==> config.mk <==
export PLATFORM = sky130hd
export DESIGN_NAME = alu_cmd_issuer_flat
export DESIGN_NICKNAME = d
export VERILOG_FILES = /design/src/rtl/alu_pkg.sv /design/src/rtl/alu_cmd_issuer_if.sv /design/src/rtl/sat_counter.sv /design/src/rtl/alu_cmd_issuer.sv /design/src/flat_wrapper.sv
export SDC_FILE = /design/constraint.sdc
export NUM_CORES = 1
export LEC_CHECK = 0
export BUFFER_PORTS_ARGS = -buffer_cell sky130_fd_sc_hd__buf_2
export CORE_ASPECT_RATIO = 1.2
export CORE_UTILIZATION = 40
export CTS_CLUSTER_DIAMETER = 40
export DETAILED_ROUTE_END_ITERATION = 10
export PLACE_DENSITY_LB_ADDON = 0.3
export REMOVE_ABC_BUFFERS = 1
export SKIP_CTS_REPAIR_TIMING = 1
export SLEW_MARGIN = 20
export SYNTH_ARGS = -nofsm -noshare
export SYNTH_HDL_FRONTEND = slang
export SYNTH_SLANG_ARGS = --single-unit
==> constraint.sdc <==
create_clock -name clk_i -period 1.9 [get_ports clk_i]
set_clock_uncertainty 0.15 [all_clocks]
set_input_delay 0.38 -clock clk_i [delete_from_list [all_inputs] [get_ports clk_i]]
set_output_delay 0.38 -clock clk_i [all_outputs]
set_load 0.02 [all_outputs]
==> src/rtl/alu_pkg.sv <==
// Shared ALU opcode constants and the issuer FSM state encoding.
package alu_pkg;

  localparam logic [2:0] OP_NAND = 3'b000;
  localparam logic [2:0] OP_XOR  = 3'b001;
  localparam logic [2:0] OP_ADD  = 3'b010;
  localparam logic [2:0] OP_ASR  = 3'b011;
  localparam logic [2:0] OP_OR   = 3'b100;
  localparam logic [2:0] OP_LSL  = 3'b101;
  localparam logic [2:0] OP_NOT  = 3'b110;
  localparam logic [2:0] OP_LT   = 3'b111;

  localparam logic [1:0] StIdle = 2'd0;
  localparam logic [1:0] StExec = 2'd1;
  localparam logic [1:0] StCapt = 2'd2;
  localparam logic [1:0] StResp = 2'd3;

endpackage

==> src/rtl/alu_cmd_issuer_if.sv <==
// Command, ALU-drive and response signals of the ALU command issuer.
// The slave modport is the issuer's view; master is the environment's view.
interface alu_cmd_issuer_if #(
  parameter int unsigned WIDTH = 8,
  parameter int unsigned ERR_W = 8
);

  logic             cmd_valid_i;
  logic             cmd_ready_o;
  logic [2:0]       cmd_opcode_i;
  logic [WIDTH-1:0] cmd_first_i;
  logic [WIDTH-1:0] cmd_second_i;
  logic [WIDTH-1:0] cmd_expected_i;

  logic             alu_rst_o;
  logic [2:0]       alu_opcode_o;
  logic [WIDTH-1:0] alu_first_o;
  logic [WIDTH-1:0] alu_second_o;
  logic [WIDTH-1:0] alu_result_i;

  logic             rsp_valid_o;
  logic             rsp_ready_i;
  logic [WIDTH-1:0] rsp_data_o;
  logic             rsp_match_o;
  logic [ERR_W-1:0] err_cnt_o;

  modport slave (
    input  cmd_valid_i, cmd_opcode_i, cmd_first_i, cmd_second_i, cmd_expected_i,
    input  alu_result_i, rsp_ready_i,
    output cmd_ready_o, alu_rst_o, alu_opcode_o, alu_first_o, alu_second_o,
    output rsp_valid_o, rsp_data_o, rsp_match_o, err_cnt_o
  );

  modport master (
    output cmd_valid_i, cmd_opcode_i, cmd_first_i, cmd_second_i, cmd_expected_i,
    output alu_result_i, rsp_ready_i,
    input  cmd_ready_o, alu_rst_o, alu_opcode_o, alu_first_o, alu_second_o,
    input  rsp_valid_o, rsp_data_o, rsp_match_o, err_cnt_o
  );

endinterface

==> src/rtl/sat_counter.sv <==
// Up-counter that sticks at all-ones instead of wrapping; synchronous clear.
module sat_counter #(
  parameter int unsigned W = 8
) (
  input  logic         clk_i,
  input  logic         rst_ni,
  input  logic         inc_i,
  input  logic         clr_i,
  output logic [W-1:0] cnt_o
);

  logic [W-1:0] cnt_q, cnt_d;

  always_comb begin
    cnt_d = cnt_q;
    if (clr_i) begin
      cnt_d = '0;
    end else if (inc_i && (cnt_q != {W{1'b1}})) begin
      cnt_d = cnt_q + W'(1);
    end
  end

  always_ff @(posedge clk_i or negedge rst_ni) begin
    if (!rst_ni) begin
      cnt_q <= '0;
    end else begin
      cnt_q <= cnt_d;
    end
  end

  assign cnt_o = cnt_q;

endmodule

==> src/rtl/alu_cmd_issuer.sv <==
// Issues one command at a time to an external registered ALU, captures its result,
// compares it against the command's golden value and counts mismatches.
module alu_cmd_issuer
  import alu_pkg::*;
#(
  parameter int unsigned WIDTH = 8,
  parameter int unsigned ERR_W = 8
) (
  input logic               clk_i,
  input logic               rst_ni,
  alu_cmd_issuer_if.slave   bus
);

  logic [1:0]       state_q, state_d;
  logic             alu_rst_q;
  logic [2:0]       opcode_q;
  logic [WIDTH-1:0] first_q, second_q, expected_q;
  logic [WIDTH-1:0] data_q;
  logic             match_q;
  logic             cmd_ready, accept, capture, mismatch;
  logic [ERR_W-1:0] err_cnt;

  // The ALU is held in reset for one edge past rst_ni release; no issue until it is out.
  assign cmd_ready = (state_q == StIdle) && !alu_rst_q;
  assign accept    = bus.cmd_valid_i && cmd_ready;
  assign capture   = (state_q == StCapt);
  assign mismatch  = capture && (bus.alu_result_i != expected_q);

  always_comb begin
    state_d = state_q;
    case (state_q)
      StIdle:  if (accept) state_d = StExec;
      StExec:  state_d = StCapt;
      StCapt:  state_d = StResp;
      StResp:  if (bus.rsp_ready_i) state_d = StIdle;
      default: state_d = StIdle;
    endcase
  end

  always_ff @(posedge clk_i or negedge rst_ni) begin
    if (!rst_ni) begin
      state_q    <= StIdle;
      alu_rst_q  <= 1'b1;
      opcode_q   <= '0;
      first_q    <= '0;
      second_q   <= '0;
      expected_q <= '0;
      data_q     <= '0;
      match_q    <= 1'b0;
    end else begin
      state_q   <= state_d;
      alu_rst_q <= 1'b0;
      // ALU drive only changes on an accepted command, so it never glitches mid-operation.
      if (accept) begin
        opcode_q   <= bus.cmd_opcode_i;
        first_q    <= bus.cmd_first_i;
        second_q   <= bus.cmd_second_i;
        expected_q <= bus.cmd_expected_i;
      end
      if (capture) begin
        data_q  <= bus.alu_result_i;
        match_q <= (bus.alu_result_i == expected_q);
      end
    end
  end

  sat_counter #(
    .W (ERR_W)
  ) u_err_cnt (
    .clk_i  (clk_i),
    .rst_ni (rst_ni),
    .inc_i  (mismatch),
    .clr_i  (alu_rst_q),
    .cnt_o  (err_cnt)
  );

  assign bus.cmd_ready_o  = cmd_ready;
  assign bus.alu_rst_o    = alu_rst_q;
  assign bus.alu_opcode_o = opcode_q;
  assign bus.alu_first_o  = first_q;
  assign bus.alu_second_o = second_q;
  assign bus.rsp_valid_o  = (state_q == StResp);
  assign bus.rsp_data_o   = data_q;
  assign bus.rsp_match_o  = match_q;
  assign bus.err_cnt_o    = err_cnt;

endmodule
==> src/flat_wrapper.sv <==
// flat-port wrapper written by rule: the top's interface ports become plain ports
module alu_cmd_issuer_flat import alu_pkg::*;
#(
  parameter int unsigned WIDTH = 8,
  parameter int unsigned ERR_W = 8
)
  (clk_i, rst_ni, bus_cmd_valid_i, bus_cmd_opcode_i, bus_cmd_first_i, bus_cmd_second_i, bus_cmd_expected_i, bus_alu_result_i, bus_rsp_ready_i, bus_cmd_ready_o, bus_alu_rst_o, bus_alu_opcode_o, bus_alu_first_o, bus_alu_second_o, bus_rsp_valid_o, bus_rsp_data_o, bus_rsp_match_o, bus_err_cnt_o);
  alu_cmd_issuer_if #(.WIDTH(WIDTH), .ERR_W(ERR_W)) bus_i ();
  input logic clk_i;
  input logic rst_ni;
  input wire logic [$bits(bus_i.cmd_valid_i)-1:0] bus_cmd_valid_i;
  input wire logic [$bits(bus_i.cmd_opcode_i)-1:0] bus_cmd_opcode_i;
  input wire logic [$bits(bus_i.cmd_first_i)-1:0] bus_cmd_first_i;
  input wire logic [$bits(bus_i.cmd_second_i)-1:0] bus_cmd_second_i;
  input wire logic [$bits(bus_i.cmd_expected_i)-1:0] bus_cmd_expected_i;
  input wire logic [$bits(bus_i.alu_result_i)-1:0] bus_alu_result_i;
  input wire logic [$bits(bus_i.rsp_ready_i)-1:0] bus_rsp_ready_i;
  output wire logic [$bits(bus_i.cmd_ready_o)-1:0] bus_cmd_ready_o;
  output wire logic [$bits(bus_i.alu_rst_o)-1:0] bus_alu_rst_o;
  output wire logic [$bits(bus_i.alu_opcode_o)-1:0] bus_alu_opcode_o;
  output wire logic [$bits(bus_i.alu_first_o)-1:0] bus_alu_first_o;
  output wire logic [$bits(bus_i.alu_second_o)-1:0] bus_alu_second_o;
  output wire logic [$bits(bus_i.rsp_valid_o)-1:0] bus_rsp_valid_o;
  output wire logic [$bits(bus_i.rsp_data_o)-1:0] bus_rsp_data_o;
  output wire logic [$bits(bus_i.rsp_match_o)-1:0] bus_rsp_match_o;
  output wire logic [$bits(bus_i.err_cnt_o)-1:0] bus_err_cnt_o;
  assign bus_i.cmd_valid_i = bus_cmd_valid_i;
  assign bus_i.cmd_opcode_i = bus_cmd_opcode_i;
  assign bus_i.cmd_first_i = bus_cmd_first_i;
  assign bus_i.cmd_second_i = bus_cmd_second_i;
  assign bus_i.cmd_expected_i = bus_cmd_expected_i;
  assign bus_i.alu_result_i = bus_alu_result_i;
  assign bus_i.rsp_ready_i = bus_rsp_ready_i;
  assign bus_cmd_ready_o = bus_i.cmd_ready_o;
  assign bus_alu_rst_o = bus_i.alu_rst_o;
  assign bus_alu_opcode_o = bus_i.alu_opcode_o;
  assign bus_alu_first_o = bus_i.alu_first_o;
  assign bus_alu_second_o = bus_i.alu_second_o;
  assign bus_rsp_valid_o = bus_i.rsp_valid_o;
  assign bus_rsp_data_o = bus_i.rsp_data_o;
  assign bus_rsp_match_o = bus_i.rsp_match_o;
  assign bus_err_cnt_o = bus_i.err_cnt_o;
  alu_cmd_issuer #(.WIDTH(WIDTH), .ERR_W(ERR_W)) u_core (.clk_i(clk_i), .rst_ni(rst_ni), .bus(bus_i));
endmodule
After elaboration in Yosys (flattened, before gate mapping)
Index checks and enable logic that the tools add are counted.
- register bits after elaboration: 47
- memories kept: 0
- latch bits: 0
- memory bits (read-only): 0
- output and inout port bits: 39
- word-level logic and storage cells: 31
- RAM bits: 0
- input bits: 39
- add/subtract/negate cells: 1
- mux-type cells: 5
- reductions and logical operators: 8
- divide/modulo/power cells: 0
- bitwise gates (word level): 0
- $mul: 0
- shift operators: 0
- eq/ne operators: 8
- $lt $le $gt $ge: 0
- operator list (cell ; number):
    $mux W8 ; 2
    $add A8 B1 Y8 const B ; 1
    $eq A8 B8 Y1 ; 1
    $ne A8 B8 Y1 ; 1
    $ne A8 B8 Y1 const B ; 1
    $pmux W2 S4 ; 1
    $eq A2 B2 Y1 const B ; 2
    $logic_and A1 B1 Y1 ; 4
    $mux W2 ; 2
    $eq A2 B1 Y1 const B ; 1
    $logic_not A2 Y1 ; 1
    $ne A2 B1 Y1 const B ; 1
    $ne A2 B2 Y1 const B ; 1
    $reduce_and A2 Y1 ; 1
    $reduce_bool A2 Y1 ; 1
    $logic_not A1 Y1 ; 1

Logic depth before layout (Yosys ltp)
Gate-level depths: netlist of run 1.
- word-level depth: 5
- mapped depth: 7
- mapped depth without buffers: 7

Cells and area by module
Synthesis of run 1 repeated with hierarchy kept, for this count alone.
- cells, all modules: 154
- area total of the unflattened synthesis: 2189.6 um^2
- modules (own cells, without submodules) (module ; sequential area each (um^2) ; area each (um^2) ; cells each ; instances):
    alu_cmd_issuer ; 977.2 ; 1725.4 ; 105 ; 1
    sat_counter ; 200.2 ; 464.2 ; 49 ; 1

Worst setup path after synthesis of run 1
No wires, ideal clock.
- kind: register to register
- start point: reg u_core.state_q[0]
- end point: reg u_core.first_q[0], in the netlist u_core.bus.alu_first_o[0]
- slack: -171 ps
- data required time: 1625 ps
- arrival: 1796 ps
- buffers on the path: 1
- clock period less this slack: 2071 ps
- stages on the path, launching flop included: 7
- setup time: 125 ps
- cells stage by stage: dfrtp_1 > inv_1 > ha_1 > nor2b_1 > nand2_1 > buf_2 > mux2_2
- longest elaborated chain between the ends: 3
- RTL lines (item ; RTL line ; source):
    start: declaration ; alu_cmd_issuer.sv:14 ; logic [1:0] state_q, state_d;
    start signal: assignment ; alu_cmd_issuer.sv:42 ; state_q <= StIdle;
    start signal: assignment ; alu_cmd_issuer.sv:51 ; state_q <= state_d;
    $logic_not A2 Y1 ; alu_cmd_issuer.sv:24 ; assign cmd_ready = (state_q == StIdle) && !alu_rst_q;
    $logic_and A1 B1 Y1 ; alu_cmd_issuer.sv:24 ;
    net bus_cmd_ready_o ; flat_wrapper.sv:18 ; output wire logic [$bits(bus_i.cmd_ready_o)-1:0] bus_cmd_ready_o;
    $logic_and A1 B1 Y1 ; alu_cmd_issuer.sv:25 ; assign accept = bus.cmd_valid_i && cmd_ready;
    end signal: assignment ; alu_cmd_issuer.sv:56 ; first_q <= bus.cmd_first_i;
    end: declaration ; alu_cmd_issuer.sv:17 ; logic [WIDTH-1:0] first_q, second_q, expected_q;
The timed path passes the listed nets, and every way through them passes these cells.
A chain may end at the register's enable or synchronous reset.

Worst setup path in the final report of run 1
- start point: reg u_core.state_q[1]
- end point: out bus_cmd_ready_o
- longest elaborated chain between the ends: 2
- RTL lines (item ; RTL line):
    $logic_not A2 Y1 ; alu_cmd_issuer.sv:24
    $logic_and A1 B1 Y1 ; alu_cmd_issuer.sv:24
    end: declaration ; flat_wrapper.sv:18
Every way passes these cells.

==> results of run 1 <==
==> power by group <==
part / total, W / internal (W) / switching (W) / leakage [nW]
clock: 0.000773 / 0.000433 / 0.000340 / 0.0618
sequential: 0.00165 / 0.00142 / 0.000229 / 0.575
combinational: 0.00181 / 0.000840 / 0.000966 / 0.719
total: 0.00423 / 0.00270 / 0.00153 / 1.36
==> flip-flops by register name, indices dropped and copies added (netlist names), 2 cells and up <==
register                 cells
u_core.bus.alu_first_o       8
u_core.bus.rsp_data_o        8
u_core.bus.alu_second_o      8
u_core.state_q               2
u_core.bus.alu_opcode_o      3
u_core.expected_q            8
u_core.u_err_cnt.cnt_o       8
==> final timing paths <==
kind	startpoint	end
min in group asynchronous	rst_ni	u_core.state_q[1]$_DFFE_PN0P_
max	u_core.state_q[1]$_DFFE_PN0P_	bus_cmd_ready_o
min	bus_cmd_second_i[5]	u_core.bus.alu_second_o[5]$_DFFE_PN0P_
max reg2reg	u_core.state_q[1]$_DFFE_PN0P_	u_core.expected_q[2]$_DFFE_PN0P_
max in group asynchronous	rst_ni	u_core.u_err_cnt.cnt_o[4]$_DFFE_PN0P_
min reg2reg	u_core.bus.rsp_match_o$_DFFE_PN0P_	u_core.bus.rsp_match_o$_DFFE_PN0P_
==> per-layer routing <==
metal  wire length (um)  part of all wire, %  vias to the layer above
met1               1810                   43                      739
met5                  0                    0                        -
li1                   -                    -                      710
met2               2020                   48                       67
met4                 80                  1.9                        0
met3                293                  7.0                        8
==> stage by stage <==
| stage | utilization [%] | TNS, ns | hold slack [ns] |
|---|---|---|---|
| after floorplan | - | -12.11 | -0.0656 |
| after global placement | 52.4 | 0 | 0.220 |
| after detailed placement | 52.4 | 0 | 0.226 |
| after CTS | 54.9 | 0 | -0.105 |
| after global routing | 55.7 | -0.00880 | 0.139 |
| final | 55.7 | 0 | 0.157 |
==> cells by family (layout without fill, tap and decap cells) <==
logic type	after synthesis	after routing	share of synthesized area [%]
fa+ha+maj	5	5	3.07
other cells	1	1	0.184
mux	37	37	20.4
flops	47	47	57.8
buf+inv	8	101	1.66
xor+xnor	9	9	3.87
compound gates	17	17	5.84
simple gates	25	25	7.13
==> final cells by class <==
cell class	count	area (sq um)	share of cell area (%)
clock buffer	6	82.6	3.02
clock inverter	2	38.8	1.42
inverter	4	15.0	0.549
multi-input combinational	94	840	30.7
sequential	47	1180	43.1
tap	60	75.1	2.75
timing repair buffer	89	505	18.5
==> synthesized netlist by cell type, drive strengths merged (2+ instances only) <==
cell type and number:
nand4 2, a21oi 4, ha 5, nor4 2, dfrtp 46, nand2 5
inv 4, xor2 8, o21ai 5, buf 3, mux2 36, nor2b 3
a311oi 3, nor2 6
==> flow_summary_export.csv, run 1 <==
group,metric,value,unit
cells_and_area,fin_cells,302,
hold_path,worstHoldPathCells,2,
setup_path,worstSetupPathDepth,4,
synthesis,yosys_warnings,0,
grt,grt_pass1_vias,1541,
placed_design,io_buffers,77,
drt,viasPerCell,5.05,
grt,grt_util_met3,5.82,%
timing,setup_slack,0.0530,ns
clock_network,clockBufferDepth,2,
synthesis,synth_edf_count,0,
grt,grt_pass1_wl,6800,um
grt,grt_use_met2,28.2,%
pwr,ir_worst_vdd,0.000747,V
drt,wl,4200,um
synthesis,synth_top_area_share,56.5,%
timing,hold_viol_final,0,
drt,first_pass_iters,4,
pwr,power.total,0.00423,W
drt,antenna_left,0,
synthesis,synth.largest_area_cell,"dfrtp_1",
synthesis,async_flop_share,100,%
cells_and_area,fillers,429,
drt,vias,1524,
timing,period_minus_slack,1.85,ns
die,io_pins,78,
synthesis,postSynthCellCount,149,
setup_path,crit_slowest_cell,"dfrtp_1",
setup_path,critical_path_class,"flip-flop to output pin",
cells_and_area,drive_above_1_share,58.3,%
clock_network,path_clk_slew,0.09,ns
setup_path,critPathMaxStageDelay,0.44,ns
cells_and_area,antenna_cells,0,
cells_and_area,synthToLayoutAreaGrowth,34.3,%
placed_design,place.gp.congestion,0.819,
setup_path,worstPathRequired,1.37,ns
synthesis,synth-seq-cells,47,
status,status,"completed",
timing,min_period_over_period,97.2,%
setup_path,crit_arrival,1.32,ns
clock_network,cts_sinks,47,
die,core,4900,sq um
timing,fmax,541,MHz
drt,avgRoutedWirePerCell,13.9,um
drt,drtIter0Drc,56,
synthesis,yosysSeqAreaShare,57.8,%
drt,drc_errors,0,
die,die_h,80.2,um
placed_design,pre_cts_ws,0.00533,ns
synthesis,synth_area_leaders,"dfrtp_1 57%, mux2_2 19%, xor2_1 3.4%",
grt,overflow,0,
setup_path,rrSetupSlack,0.09,ns
placed_design,dp_hpwl,3100,um
clock_network,root_buffer,"clkbuf_8",
setup_path,critical_path_buf_inv_count,2,
setup_path,cpLargestDelayFamily,"flip-flops",
grt,grt_max_degree,29,
clock_network,cts_buffers,5,
placed_design,dpl_cell_area,2570,sq um
setup_path,worstSetupStartpointType,"flip-flop",
flow_run,cap_violations,0,
cells_and_area,layout_common_cells,"76 x buf_2, 46 x dfrtp_1, 35 x mux2_2",
die,die_w,67.1,um
synthesis,synth_area_per_cell,13.7,sq um
die,row_count,28,
die,start_util,41.5,%
hold_path,hold_class,"input port to flip-flop",
setup_path,path_cells,"inv_2, ha_1, nor2b_2, buf_4",
setup_path,cp-end-kind,"output pin",
grt,top_usage_layer,"met2",
setup_path,r2r_cells,6,
grt,track_usage,17.0,%
synthesis,synth_cell_type_count,33,
grt,antenna_found_initial,0,
clock_network,cts_htree_levels,2,
clock_network,cts_tree,"built",
synthesis,ys.flop_type,"dfrtp_1",
pwr,powerDensity,1550,nW/um^2
grt,global_route.usage.met1,19.9,%
timing,slew_violations,0,
clock_network,clk_latency,0.29,ns
setup_path,crit_path_max_fanout,3,
placed_design,dp.cells,291,
pwr,p_leak,1.36,nW
die,die_area,5380,sq um
cells_and_area,layout_commonest_cell,"buf_2",
synthesis,syn_area,2040,sq um
cells_and_area,design_area,2730,sq um
cells_and_area,layout.nets,285,
timing,setup_violations,0,
Power figures use the tool's default switching activity.
==> run 2, diff against run 1 <==
--- a/config.mk
+++ b/config.mk
@@ -7,12 +7,14 @@
 export LEC_CHECK = 0
 export BUFFER_PORTS_ARGS = -buffer_cell sky130_fd_sc_hd__buf_2
 export CORE_ASPECT_RATIO = 1.2
+export CORE_MARGIN = 2
 export CORE_UTILIZATION = 40
 export CTS_CLUSTER_DIAMETER = 40
 export DETAILED_ROUTE_END_ITERATION = 10
 export PLACE_DENSITY_LB_ADDON = 0.3
 export REMOVE_ABC_BUFFERS = 1
 export SKIP_CTS_REPAIR_TIMING = 1
+export SKIP_LAST_GASP = 1
 export SLEW_MARGIN = 20
 export SYNTH_ARGS = -nofsm -noshare
 export SYNTH_HDL_FRONTEND = slang
==> constraint.sdc (replaced) <==
create_clock -name clk_i -period 1.8 [get_ports clk_i]
set_clock_uncertainty 0.15 [all_clocks]
set_input_delay 0.36 -clock clk_i [delete_from_list [all_inputs] [get_ports clk_i]]
set_output_delay 0.36 -clock clk_i [all_outputs]
set_load 0.02 [all_outputs]
==> flow_summary_export.csv, run 2 (synthesis results as in run 1) <==
group,metric,value,unit
die,die_h,82.2,um
placed_design,place.gp.congestion,0.769,
setup_path,critical_path_class,"flip-flop to output pin",
cells_and_area,synthToLayoutAreaGrowth,33.2,%
drt,antenna_left,0,
pwr,powerDensity,1570,nW/um^2
setup_path,crit_arrival,1.23,ns
grt,grt_pass1_wl,6890,um
drt,wl,4100,um
placed_design,io_buffers,77,
cells_and_area,drive_above_1_share,58.0,%
drt,drtIter0Drc,63,
pwr,p_leak,1.34,nW
clock_network,clk_latency,0.29,ns
hold_path,hold_class,"input port to flip-flop",
die,core,4900,sq um
flow_run,cap_violations,0,
clock_network,cts_htree_levels,2,
die,row_count,28,
clock_network,clockBufferDepth,2,
die,die_w,69.1,um
pwr,ir_worst_vdd,0.000934,V
timing,rsz0062_at_grt,"yes",
clock_network,cts_buffers,5,
drt,avgRoutedWirePerCell,13.5,um
timing,setup_violations,0,
grt,grt_pass1_vias,1518,
drt,vias,1494,
clock_network,cts_sinks,47,
die,die_area,5680,sq um
clock_network,path_clk_slew,0.08,ns
cells_and_area,layout_common_cells,"76 x buf_2, 46 x dfrtp_1, 35 x mux2_2",
drt,viasPerCell,4.93,
cells_and_area,antenna_cells,0,
placed_design,dp.cells,293,
timing,fmax,576,MHz
setup_path,crit_path_max_fanout,4,
setup_path,worstPathRequired,1.29,ns
status,status,"completed",
cells_and_area,layout_commonest_cell,"buf_2",
drt,first_pass_iters,4,
setup_path,worstSetupStartpointType,"flip-flop",
die,start_util,41.5,%
timing,slew_violations,0,
timing,period_minus_slack,1.74,ns
clock_network,cts_tree,"built",
drt,drc_errors,0,
grt,antenna_found_initial,0,
timing,hold_viol_final,0,
placed_design,dp_hpwl,3060,um
setup_path,cp-end-kind,"output pin",
die,io_pins,78,
cells_and_area,layout.nets,286,
cells_and_area,utilization,55.3,%
timing,min_period_over_period,96.5,%
grt,track_usage,15.4,%
grt,grt_max_degree,31,
clock_network,root_buffer,"clkbuf_8",
grt,overflow,0,
cells_and_area,fin_cells,303,
## run 2: cell count changes in the layout (fill, tap and decap cells not counted)
| cell | delta |
|---|---|
| clkbuf_1 | +2 |
| ha_2 | +2 |
| buf_6 | +1 |
| bufinv_16 | -1 |
| clkbuf_8 | -1 |
| clkinv_2 | +1 |
| ha_1 | -1 |
| ha_4 | -1 |
| inv_6 | -1 |
| nor2b_2 | -1 |
| nor2b_4 | +1 |
| nor4_2 | -1 |
| nor4_4 | +1 |
## run 2: worst paths after layout
check,slack (ns),endpoint,start,depth (start not counted)
max,0.06,bus_cmd_ready_o,u_core.state_q[0]$_DFFE_PN0P_,4
min,0.14,u_core.bus.alu_second_o[7]$_DFFE_PN0P_,bus_cmd_second_i[7],2
max reg2reg,0.07,u_core.u_err_cnt.cnt_o[3]$_DFFE_PN0P_,u_core.expected_q[2]$_DFFE_PN0P_,6
min reg2reg,0.35,u_core.bus.alu_first_o[7]$_DFFE_PN0P_,u_core.bus.alu_first_o[7]$_DFFE_PN0P_,1
max in group asynchronous,0.60,u_core.expected_q[4]$_DFFE_PN0P_,rst_ni,3
min in group asynchronous,0.39,u_core.state_q[1]$_DFFE_PN0P_,rst_ni,2
## run 2: per-layer routing
layer,share of wire (%),up-vias,global-route usage [%]
met5,0,-,0
met3,7.4,6,4.73
li1,-,716,-
met2,48,58,25.4
met1,43,714,19.3
met4,1.5,0,6.08
## run 2: through the flow
stage | total power (W) | area, sq um | setup WS (ns) | hold WS (ns) | TNS [ns]
after global placement | 0.00358 | 2580 | -0.0444 | 0.181 | -0.0919
after global routing | 0.00456 | 2710 | -0.0210 | 0.130 | -0.0755
after floorplan | 0.00296 | 2020 | -0.587 | -0.0856 | -15.28
after CTS | 0.00425 | 2670 | -0.0559 | -0.144 | -0.0574
final | 0.00426 | 2710 | 0.0628 | 0.144 | 0
after detailed placement | 0.00363 | 2580 | -0.0525 | 0.182 | -0.152
## run 2: area by class of cell
class | count | area, sq um
Sequential cell | 47 | 1180
Tap cell | 60 | 75.1
Timing Repair Buffer | 90 | 517
Clock inverter | 1 | 5.00
Clock buffer | 7 | 76.3
Multi-Input combinational cell | 94 | 846
Fill cell | 449 | 2190
Inverter | 4 | 15.0
## run 2: where the power goes
part | switching, W | total (W) | internal [W]
Clock | 0.000324 | 0.000597 | 0.000273
Sequential | 0.000227 | 0.00173 | 0.00150
Combinational | 0.00103 | 0.00193 | 0.000895
Total | 0.00158 | 0.00426 | 0.00267
## run 2: worst max-delay path, stage by stage, from the launching register on
cell,delay (ns)
dfrtp_1,0.40
inv_2,0.09
ha_2,0.18
nor2b_4,0.15
buf_6,0.12
